===== src/rtl/alu_control_sequencer.sv =====
// alu_control_sequencer: hardwired control unit for the bus datapath.
// Steps through fetch (T0..T2, with a memory-ready wait in T1W) and the
// execute sequences for ALU, MUL/DIV, NOP and HALT. It also handles
// run/stop, flags illegal opcodes and counts completed instructions.
module alu_control_sequencer #(
   parameter int NUM_REGS    = 16,
   parameter int OP_WIDTH    = 5,
   parameter int INSTR_WIDTH = 32,
   parameter int CNT_WIDTH   = 16
) (
   input  logic                   Clock,
   input  logic                   clear,
   input  logic                   start,
   input  logic                   stop,
   input  logic                   mem_ready,
   input  logic [INSTR_WIDTH-1:0] IR,
   output logic                   PCout,
   output logic                   PCin,
   output logic                   IncPC,
   output logic                   MARin,
   output logic                   Read,
   output logic                   MDRin,
   output logic                   MDRout,
   output logic                   IRin,
   output logic                   Yin,
   output logic                   Zin,
   output logic                   Zlowout,
   output logic                   ZHighout,
   output logic                   LOin,
   output logic                   HIin,
   output logic [NUM_REGS-1:0]    reg_in,
   output logic [NUM_REGS-1:0]    reg_out,
   output logic [OP_WIDTH-1:0]    operation,
   output logic                   run,
   output logic                   illegal,
   output logic [3:0]             step,
   output logic [CNT_WIDTH-1:0]   icount
);

   localparam int RW = $clog2(NUM_REGS);
   localparam int IW = INSTR_WIDTH;
   localparam int OW = OP_WIDTH;

   typedef enum logic [3:0] {
      IDLE = 4'd0,
      T0   = 4'd1,
      T1   = 4'd2,
      T1W  = 4'd3,
      T2   = 4'd4,
      T3   = 4'd5,
      T4   = 4'd6,
      T5   = 4'd7,
      T6   = 4'd8
   } state_t;

   state_t                 state_q, state_d;
   logic                   stopLatch_q, stopLatch_d;
   logic [CNT_WIDTH-1:0]   icount_q, icount_d;

   logic [OW-1:0]          opcode;
   logic [RW-1:0]          ra, rb, rc;
   logic                   isAlu, isMulDiv, isNop, isHalt;
   logic                   complete;
   logic [NUM_REGS-1:0]    oneHotBase;
   logic                   unusedIrBits;

   assign opcode = IR[IW-1 -: OW];
   assign ra     = IR[IW-OW-1 -: RW];
   assign rb     = IR[IW-OW-RW-1 -: RW];
   assign rc     = IR[IW-OW-2*RW-1 -: RW];
   assign unusedIrBits = ^IR[IW-OW-3*RW-1:0];

   assign isAlu    = (opcode >= OW'(3)) && (opcode <= OW'(14));
   assign isMulDiv = (opcode == OW'(15)) || (opcode == OW'(16));
   assign isNop    = (opcode == OW'(26));
   assign isHalt   = (opcode == OW'(27));

   assign oneHotBase = {{(NUM_REGS-1){1'b0}}, 1'b1};

   // Next state, stop latch and instruction counter; completion decides
   // between fetching again and returning to IDLE.
   always_comb begin
      state_d     = state_q;
      stopLatch_d = stopLatch_q;
      icount_d    = icount_q;
      complete    = 1'b0;
      if (state_q != IDLE && stop) begin
         stopLatch_d = 1'b1;
      end
      case (state_q)
         IDLE: begin
            stopLatch_d = 1'b0;
            if (start && !stop) begin
               state_d = T0;
            end
         end
         T0:  state_d = T1;
         T1:  state_d = T1W;
         T1W: begin
            if (mem_ready) begin
               state_d = T2;
            end
         end
         T2:  state_d = T3;
         T3: begin
            if (isAlu || isMulDiv) begin
               state_d = T4;
            end else begin
               complete = 1'b1;
            end
         end
         T4:  state_d = T5;
         T5: begin
            if (isAlu) begin
               complete = 1'b1;
            end else begin
               state_d = T6;
            end
         end
         T6:  complete = 1'b1;
         default: state_d = IDLE;
      endcase
      if (complete) begin
         icount_d = icount_q + 1'b1;
         if ((state_q == T3 && isHalt) || stopLatch_q || stop) begin
            state_d     = IDLE;
            stopLatch_d = 1'b0;
         end else begin
            state_d = T0;
         end
      end
   end

   // State register with synchronous clear.
   always_ff @(posedge Clock) begin
      if (clear) begin
         state_q     <= IDLE;
         stopLatch_q <= 1'b0;
         icount_q    <= '0;
      end else begin
         state_q     <= state_d;
         stopLatch_q <= stopLatch_d;
         icount_q    <= icount_d;
      end
   end

   // Moore strobe decode from the registered state; register selects come
   // from the IR fields, which the datapath holds stable from T3 onward.
   always_comb begin
      PCout     = 1'b0;
      PCin      = 1'b0;
      IncPC     = 1'b0;
      MARin     = 1'b0;
      Read      = 1'b0;
      MDRin     = 1'b0;
      MDRout    = 1'b0;
      IRin      = 1'b0;
      Yin       = 1'b0;
      Zin       = 1'b0;
      Zlowout   = 1'b0;
      ZHighout  = 1'b0;
      LOin      = 1'b0;
      HIin      = 1'b0;
      reg_in    = '0;
      reg_out   = '0;
      operation = '0;
      illegal   = 1'b0;
      case (state_q)
         T0: begin
            PCout = 1'b1;
            MARin = 1'b1;
            IncPC = 1'b1;
            Zin   = 1'b1;
         end
         T1: begin
            Zlowout = 1'b1;
            PCin    = 1'b1;
         end
         T1W: begin
            Read  = 1'b1;
            MDRin = 1'b1;
         end
         T2: begin
            MDRout = 1'b1;
            IRin   = 1'b1;
         end
         T3: begin
            if (isAlu) begin
               reg_out = oneHotBase << rb;
               Yin     = 1'b1;
            end else if (isMulDiv) begin
               reg_out = oneHotBase << ra;
               Yin     = 1'b1;
            end else if (!isNop && !isHalt) begin
               illegal = 1'b1;
            end
         end
         T4: begin
            reg_out   = isAlu ? (oneHotBase << rc) : (oneHotBase << rb);
            Zin       = 1'b1;
            operation = opcode;
         end
         T5: begin
            Zlowout = 1'b1;
            if (isAlu) begin
               reg_in = oneHotBase << ra;
            end else begin
               LOin = 1'b1;
            end
         end
         T6: begin
            ZHighout = 1'b1;
            HIin     = 1'b1;
         end
         default: ;
      endcase
   end

   assign run    = (state_q != IDLE);
   assign step   = state_q;
   assign icount = icount_q;

endmodule

===== config.mk =====
export PLATFORM = sky130hd
export DESIGN_NAME = alu_control_sequencer
export DESIGN_NICKNAME = d
export VERILOG_FILES = /design/src/rtl/alu_control_sequencer.sv
export SDC_FILE = /design/constraint.sdc
export NUM_CORES = 1
export LEC_CHECK = 0
export BUFFER_PORTS_ARGS = -buffer_cell sky130_fd_sc_hd__buf_2
export CAP_MARGIN = 20
export CORE_UTILIZATION = 36
export CTS_BUF_LIST = sky130_fd_sc_hd__clkbuf_2 sky130_fd_sc_hd__clkbuf_4 sky130_fd_sc_hd__clkbuf_8
export DETAILED_ROUTE_END_ITERATION = 8
export PLACE_DENSITY = 0.63
export SYNTH_ARGS = -nofsm -noshare
export SYNTH_HDL_FRONTEND = slang
export SYNTH_SLANG_ARGS = --single-unit

===== constraint.sdc =====
create_clock -name Clock -period 4.5 [get_ports Clock]
set_clock_uncertainty 0.2 [all_clocks]
set_input_delay 0.45 -clock Clock [delete_from_list [all_inputs] [get_ports Clock]]
set_output_delay 0.45 -clock Clock [all_outputs]
set_load 0.05 [all_outputs]

==> reports/metrics.yaml, run 1 <==
ctsHoldBuffers: 0
synth-compound-area-share_pct: 23.8
wire_per_inst_um: 13.4
cp_slowest_cell: "nand3_1"
hp-start: "start"
status: "finished, final reports clean"
vias_per_cell: 5.49
synth_top_area_share_pct: 20.1
p_leak_uw: 0.00110
wl_met3_um: 453
p_per_area_nw_per_um2: 191
route.met2.wl_um: 2850
place.port_buffers: 94
synth_top_area_cell: "dfxtp_1"
path_max_fanout: 22
worstHoldPathType: "input pin to register"
cts_tree: "yes"
cts_root_buffer: "clkbuf_8"
final.setup.worst_slack_ps: 1350
r2r_start: "step[1]"
drive_above_1_share_pct: 27.9
synth_top_family_by_area: "simple AND/OR/NAND/NOR gates"
rsz0062_at_grt: "false"
total_power_uw: 492
antenna_found_initial: 0
synthTopCellsByCount: "nor2_1, a21oi_1, nor3_1"
wl_met1_um: 2990
path_cells: "buf_2 > a211o_1 > nand3_1 > buf_4 > and3_1 > a21oi_1 > o22ai_1 > buf_2"
r2r_setup_slack_ps: 1920
placed_cells: 469
avgSynthCellArea_um2: 6.35
synth_cells: 329
critical-path-top-delay-family: "buffers and inverters"
synthXorXnorAreaFrac_pct: 0.419
synthSimpleGateAreaFrac_pct: 46.5
rows: 27
worst_pin_slew_ps: 1030
synth-edff-count: 0
grt_pass1_vias: 2089
gp_congestion: 0.913
hold_violations: 0
crit_path_frequent_cell: "buf_2"
dr.pass1.iters: 4
layout_min_cycle_time_ps: 3150
die_w_um: 78.2
ant_nets: 0
end_kind: "output port"
setup-violations-final: 0
dpl.hpwl_um: 4940
ys_seq_area_share_pct: 20.1
grt_max_degree: 33
period_share_pct: 69.9
grt_usage_pct: 19.8
dr.max_layer_used: "met4"
reg2reg_depth: 6
io_pins: 110
nets: 440
post-synth-top-count-cell: "nor2_1"
htree_levels: 1
drc: 0
utilization_pct: 46.5
syn_nets: 367
worstHoldPathCells: 3
crit_start: "IR[28]"
core-area_um2: 5540
dp_slack_ps: 1380
ys_warn_count: 0
synth_fa_ha_area_share_pct: 0.599
synth_mux_area_share_pct: 0.479
slew_headroom_pct: 31.0
hold_end: "step[0]"
initial_utilization_pct: 37.7
grt_pass1_wl_um: 9950
vias: 2595
critPathLaunchType: "input pin"
path_class: "input pin to output port"
seq_area_um2: 420
slew_viol_final: 0
cp_num_buf_inv: 3
nFillCells: 635
critPathArrivalTime_ps: 2500
areaGrowthSynthToFinish_pct: 23.3
cp_data_required_time_ps: 3850
yosys-top-cells-area: "dfxtp_1, a21oi_1, nor2_1, nor3_1, nand2b_1"
clock_sink_count: 21
tns_ps: 0
cts_resized: 0
clkTransAtPathRegs_ps: 80
ys_async_sr_fraction_pct: 0
netlist_area_um2: 2090
synth_flop_cell: "dfxtp_1"
drt_wl_total_um: 6340
dieArea_um2: 6110
multi_input_area_um2: 1500
cpPeakStageDelay_ps: 540
stdcell_count: 473
n_antenna_cell: 0
synth.ff_latch_count: 21
vdd_ir_drop_max_uv: 206
clk_path_buf_depth: 2
first_iter_violations: 169
ys_types: 49
rr_endpoint: "icount[5]"
cts_buffers: 3
cap_violations: 0
max_freq_mhz: 318
chipHeight_um: 78.2
insertion_delay_ps: 260
grt-ovfl-total: 0
post_cts_buffers: 0
==> cell usage in the layout, fill, tap and decap left out, drive strengths merged, types with 2 or more instances in the layout <==
master / netlist / routed
nor2: 46 / 46
and4: 2 / 2
o22ai: 11 / 11
nor3: 27 / 27
or4: 3 / 3
inv: 6 / 6
and2: 4 / 4
a21oi: 36 / 36
nand2: 21 / 21
nor4: 12 / 12
nand2b: 18 / 18
nor2b: 3 / 3
and3: 3 / 3
or3: 17 / 17
a211oi: 2 / 2
nor4b: 2 / 2
or2: 7 / 7
clkbuf: 18 / 3
dfxtp: 21 / 21
buf: 11 / 97
nand3: 10 / 10
o31ai: 3 / 3
nand4: 5 / 5
o21ai: 23 / 23
==> per-layer routing <==
metal  vias up  GRT usage (%)
met1      1167           27.6
met4         0           1.85
li1       1334              -
met3         4           3.72
met2        90           32.5
met5         -              0
==> where the power goes <==
part	internal, µW	switching (µW)	leakage (µW)
clock	62.5	66.6	0.0000217
sequential	190	11.3	0.000170
combinational	41.0	121	0.000909
==> cell type report <==
| type | count | share of cell area (%) |
|---|---|---|
| well taps | 72 | 3.50 |
| clock inverters | 1 | 0.291 |
| flip-flops and latches | 21 | 16.3 |
| clock buffers | 3 | 1.60 |
| multi-input cells | 273 | 58.3 |
| repair buffers | 97 | 19.1 |
| inverters | 6 | 0.874 |
==> worst max path at each step <==
stage / to / slack [ps] / cells after the start
2_1_floorplan: Zin / 1300 / 4
3_3_place_gp: reg_out[1] / 1360 / 8
3_5_place_dp: reg_out[1] / 1380 / 8
4_1_cts: reg_out[1] / 1380 / 8
5_1_grt: reg_out[11] / 1180 / 7
6_report: reg_out[1] / 1350 / 8
==> sequential cells by signal, indices dropped and copies added, names as in the netlist <==
register	count
icount	16
step	4
stopLatch_q	1
==> tightest hold or removal path: cells and delay by family <==
kind | cells | cell delay (ps)
AOI/OAI and AO/OA | 1 | 60
and+or+nand+nor | 1 | 60
buffers and inverters | 1 | 100
==> metrics by stage <==
step                      hold WS, ps  cell area, µm²
after floorplan                   272            2090
after global placement            266            2530
after detailed placement          282            2530
after CTS                         252            2580
after global routing              258            2580
final                             247            2580
==> cell families (layout without fill, tap and decap cells) <==
kind of cell | after synthesis | in the layout
simple gates | 184 | 184
flops | 21 | 21
xor+xnor | 1 | 1
compound gates | 86 | 86
buf+inv | 35 | 107
mux | 1 | 1
fa+ha+maj | 1 | 1
Note: power is estimated with default switching activity, not from simulation.
==> run 2: changes to the inputs <==
==> constraint.sdc (replaced) <==
create_clock -name Clock -period 3 [get_ports Clock]
set_clock_uncertainty 0.2 [all_clocks]
set_input_delay 0.3 -clock Clock [delete_from_list [all_inputs] [get_ports Clock]]
set_output_delay 0.3 -clock Clock [all_outputs]
set_load 0.05 [all_outputs]
==> run 2 against run 1 <==
Against the previous run:
- wire length is 2.3% higher
- count of clock-buffer cells in the layout is 1 higher
- sequential power is 48% higher
- critical path depth is 1 lower
- hold slack worse by 150 ps
- combinational power is 60% higher
- non-clock buffer count is 5 higher
- register-to-register slack worse by 1200 ps
- critical path type is now register to output port
- largest cell class unchanged
==> reports/metrics.yaml, run 2 (synthesis results as in run 1) <==
cp_slowest_cell: "dfxtp_1"
path_class: "register to output port"
ant_nets: 0
clock_sink_count: 21
final_common_cell: "buf_2"
chipHeight_um: 78.2
cap_violations: 0
reg2reg_depth: 6
use_met1_pct: 29.5
r2r_setup_slack_ps: 750
worst_pin_slew_ps: 534
cts_tree: "yes"
met2_usage_pct: 33.5
slew_headroom_pct: 64.3
drive_above_1_share_pct: 29.3
hold_violations: 0
path_depth: 7
hp-start: "start"
cts_buffers: 3
dieArea_um2: 6110
cts_root_buffer: "clkbuf_8"
busiest_layer: "met2"
core-area_um2: 5540
path_max_fanout: 11
grt-ovfl-total: 0
cp_data_required_time_ps: 2500
grt_pass1_vias: 2199
cts_resized: 0
htree_levels: 1
critPathLaunchType: "register"
path_cells: "nand2b_1 > nor3b_2 > nand2b_1 > inv_1 > o21ai_0 > nand2_1 > buf_2"
p_sw_uw: 292
stdcell_count: 478
final.setup.worst_slack_ps: 259
largest_register_ffs: 16
dpl.hpwl_um: 5080
grt_usage_pct: 20.9
critPathArrivalTime_ps: 2240
gp_congestion: 0.884
setup-violations-final: 0
die_w_um: 78.2
utilization_pct: 47.5
place.port_buffers: 94
swShare_pct: 38.9
io_pins: 110
drt_wl_total_um: 6490
ctsHoldBuffers: 0
insertion_delay_ps: 260
drc: 0
end_kind: "output port"
hold_end: "step[0]"
layout_common_cells: "buf_2, nor2_1, a21oi_1"
dr.pass1.iters: 4
vias: 2646
antenna_found_initial: 0
grt_max_degree: 35
period_share_pct: 91.4
n_antenna_cell: 0
rsz0062_at_grt: "false"
first_iter_violations: 172
holdWs_ps: 94.0
worstHoldPathType: "input pin to register"
worstHoldPathCells: 3
internal_power_uw: 458
slew_viol_final: 0
globalRouteMet3Util_pct: 4.77
nets: 445
p_comb_share_pct: 34.4
dp_slack_ps: 405
r2r_start: "step[1]"
total_power_uw: 751
cpPeakStageDelay_ps: 410
rr_endpoint: "icount[5]"
grt_pass1_wl_um: 10500
clkTransAtPathRegs_ps: 80
initial_utilization_pct: 37.7
critical-path-top-delay-family: "simple AND/OR/NAND/NOR gates"
rows: 27
p_per_area_nw_per_um2: 285
pwr-share-seq_pct: 39.6
max_freq_mhz: 365
crit_path_frequent_cell: "nand2b_1"
p_leak_uw: 0.00114
placed_cells: 474
power_frac_clock_pct: 25.9
wire_per_inst_um: 13.6
areaGrowthSynthToFinish_pct: 26.0
clk_path_buf_depth: 2
layout_min_cycle_time_ps: 2740
vias_per_cell: 5.54
post_cts_buffers: 0
cp_num_buf_inv: 2
vdd_ir_drop_max_uv: 234
status: "finished, final reports clean"
## run 2: cell count changes in the layout (fill, tap and decap cells not counted)
cell / before / now
buf_4: 3 / 7
buf_12: 0 / 1
clkbuf_4: 0 / 1
clkinvlp_4: 1 / 0
dfxtp_1: 21 / 20
dfxtp_2: 0 / 1
nor3_1: 27 / 26
nor3_2: 0 / 1
## run 2: per-stage QoR
stage	instance area (µm²)	setup TNS [ps]
floorplan	2090	-579
global placement	2580	0
detailed placement	2580	0
CTS	2630	0
global route	2630	0
finish	2630	0
## run 2: area by class of cell
cell class	count	area (µm²)
sequential	21	422
multi-input combinational	273	1510
clock buffer	4	48.8
fill	597	2910
timing repair buffer	102	543
inverter	6	22.5
tap	72	90.1
## run 2: layer usage
layer / up-vias / wire length (µm)
met4: 0 / 13
met1: 1173 / 2950
met3: 2 / 558
li1: 1358 / -
met5: - / 0
met2: 113 / 2970
## run 2: power groups by stage
stage	Combinational (µW)	Clock, µW	Sequential (µW)
after detailed placement	257	0	304
final	259	195	297
after global placement	256	0	303
after floorplan	183	0	313
after CTS	258	206	297
after global routing	278	219	299
## run 2: worst max path at each step
stage / start / endpoint / slack (ps)
6_report: step[3] / reg_out[13] / 260
5_1_grt: step[3] / reg_out[14] / 60
4_1_cts: step[0] / reg_out[13] / 140
3_5_place_dp: IR[28] / reg_out[11] / 400
3_3_place_gp: IR[28] / reg_out[12] / 420
2_1_floorplan: step[3] / icount[14] / -60
## run 2: worst min-delay path, cell delays in order
cell,delay [ps]
buf_2,100
nand2b_1,60
a211oi_1,60
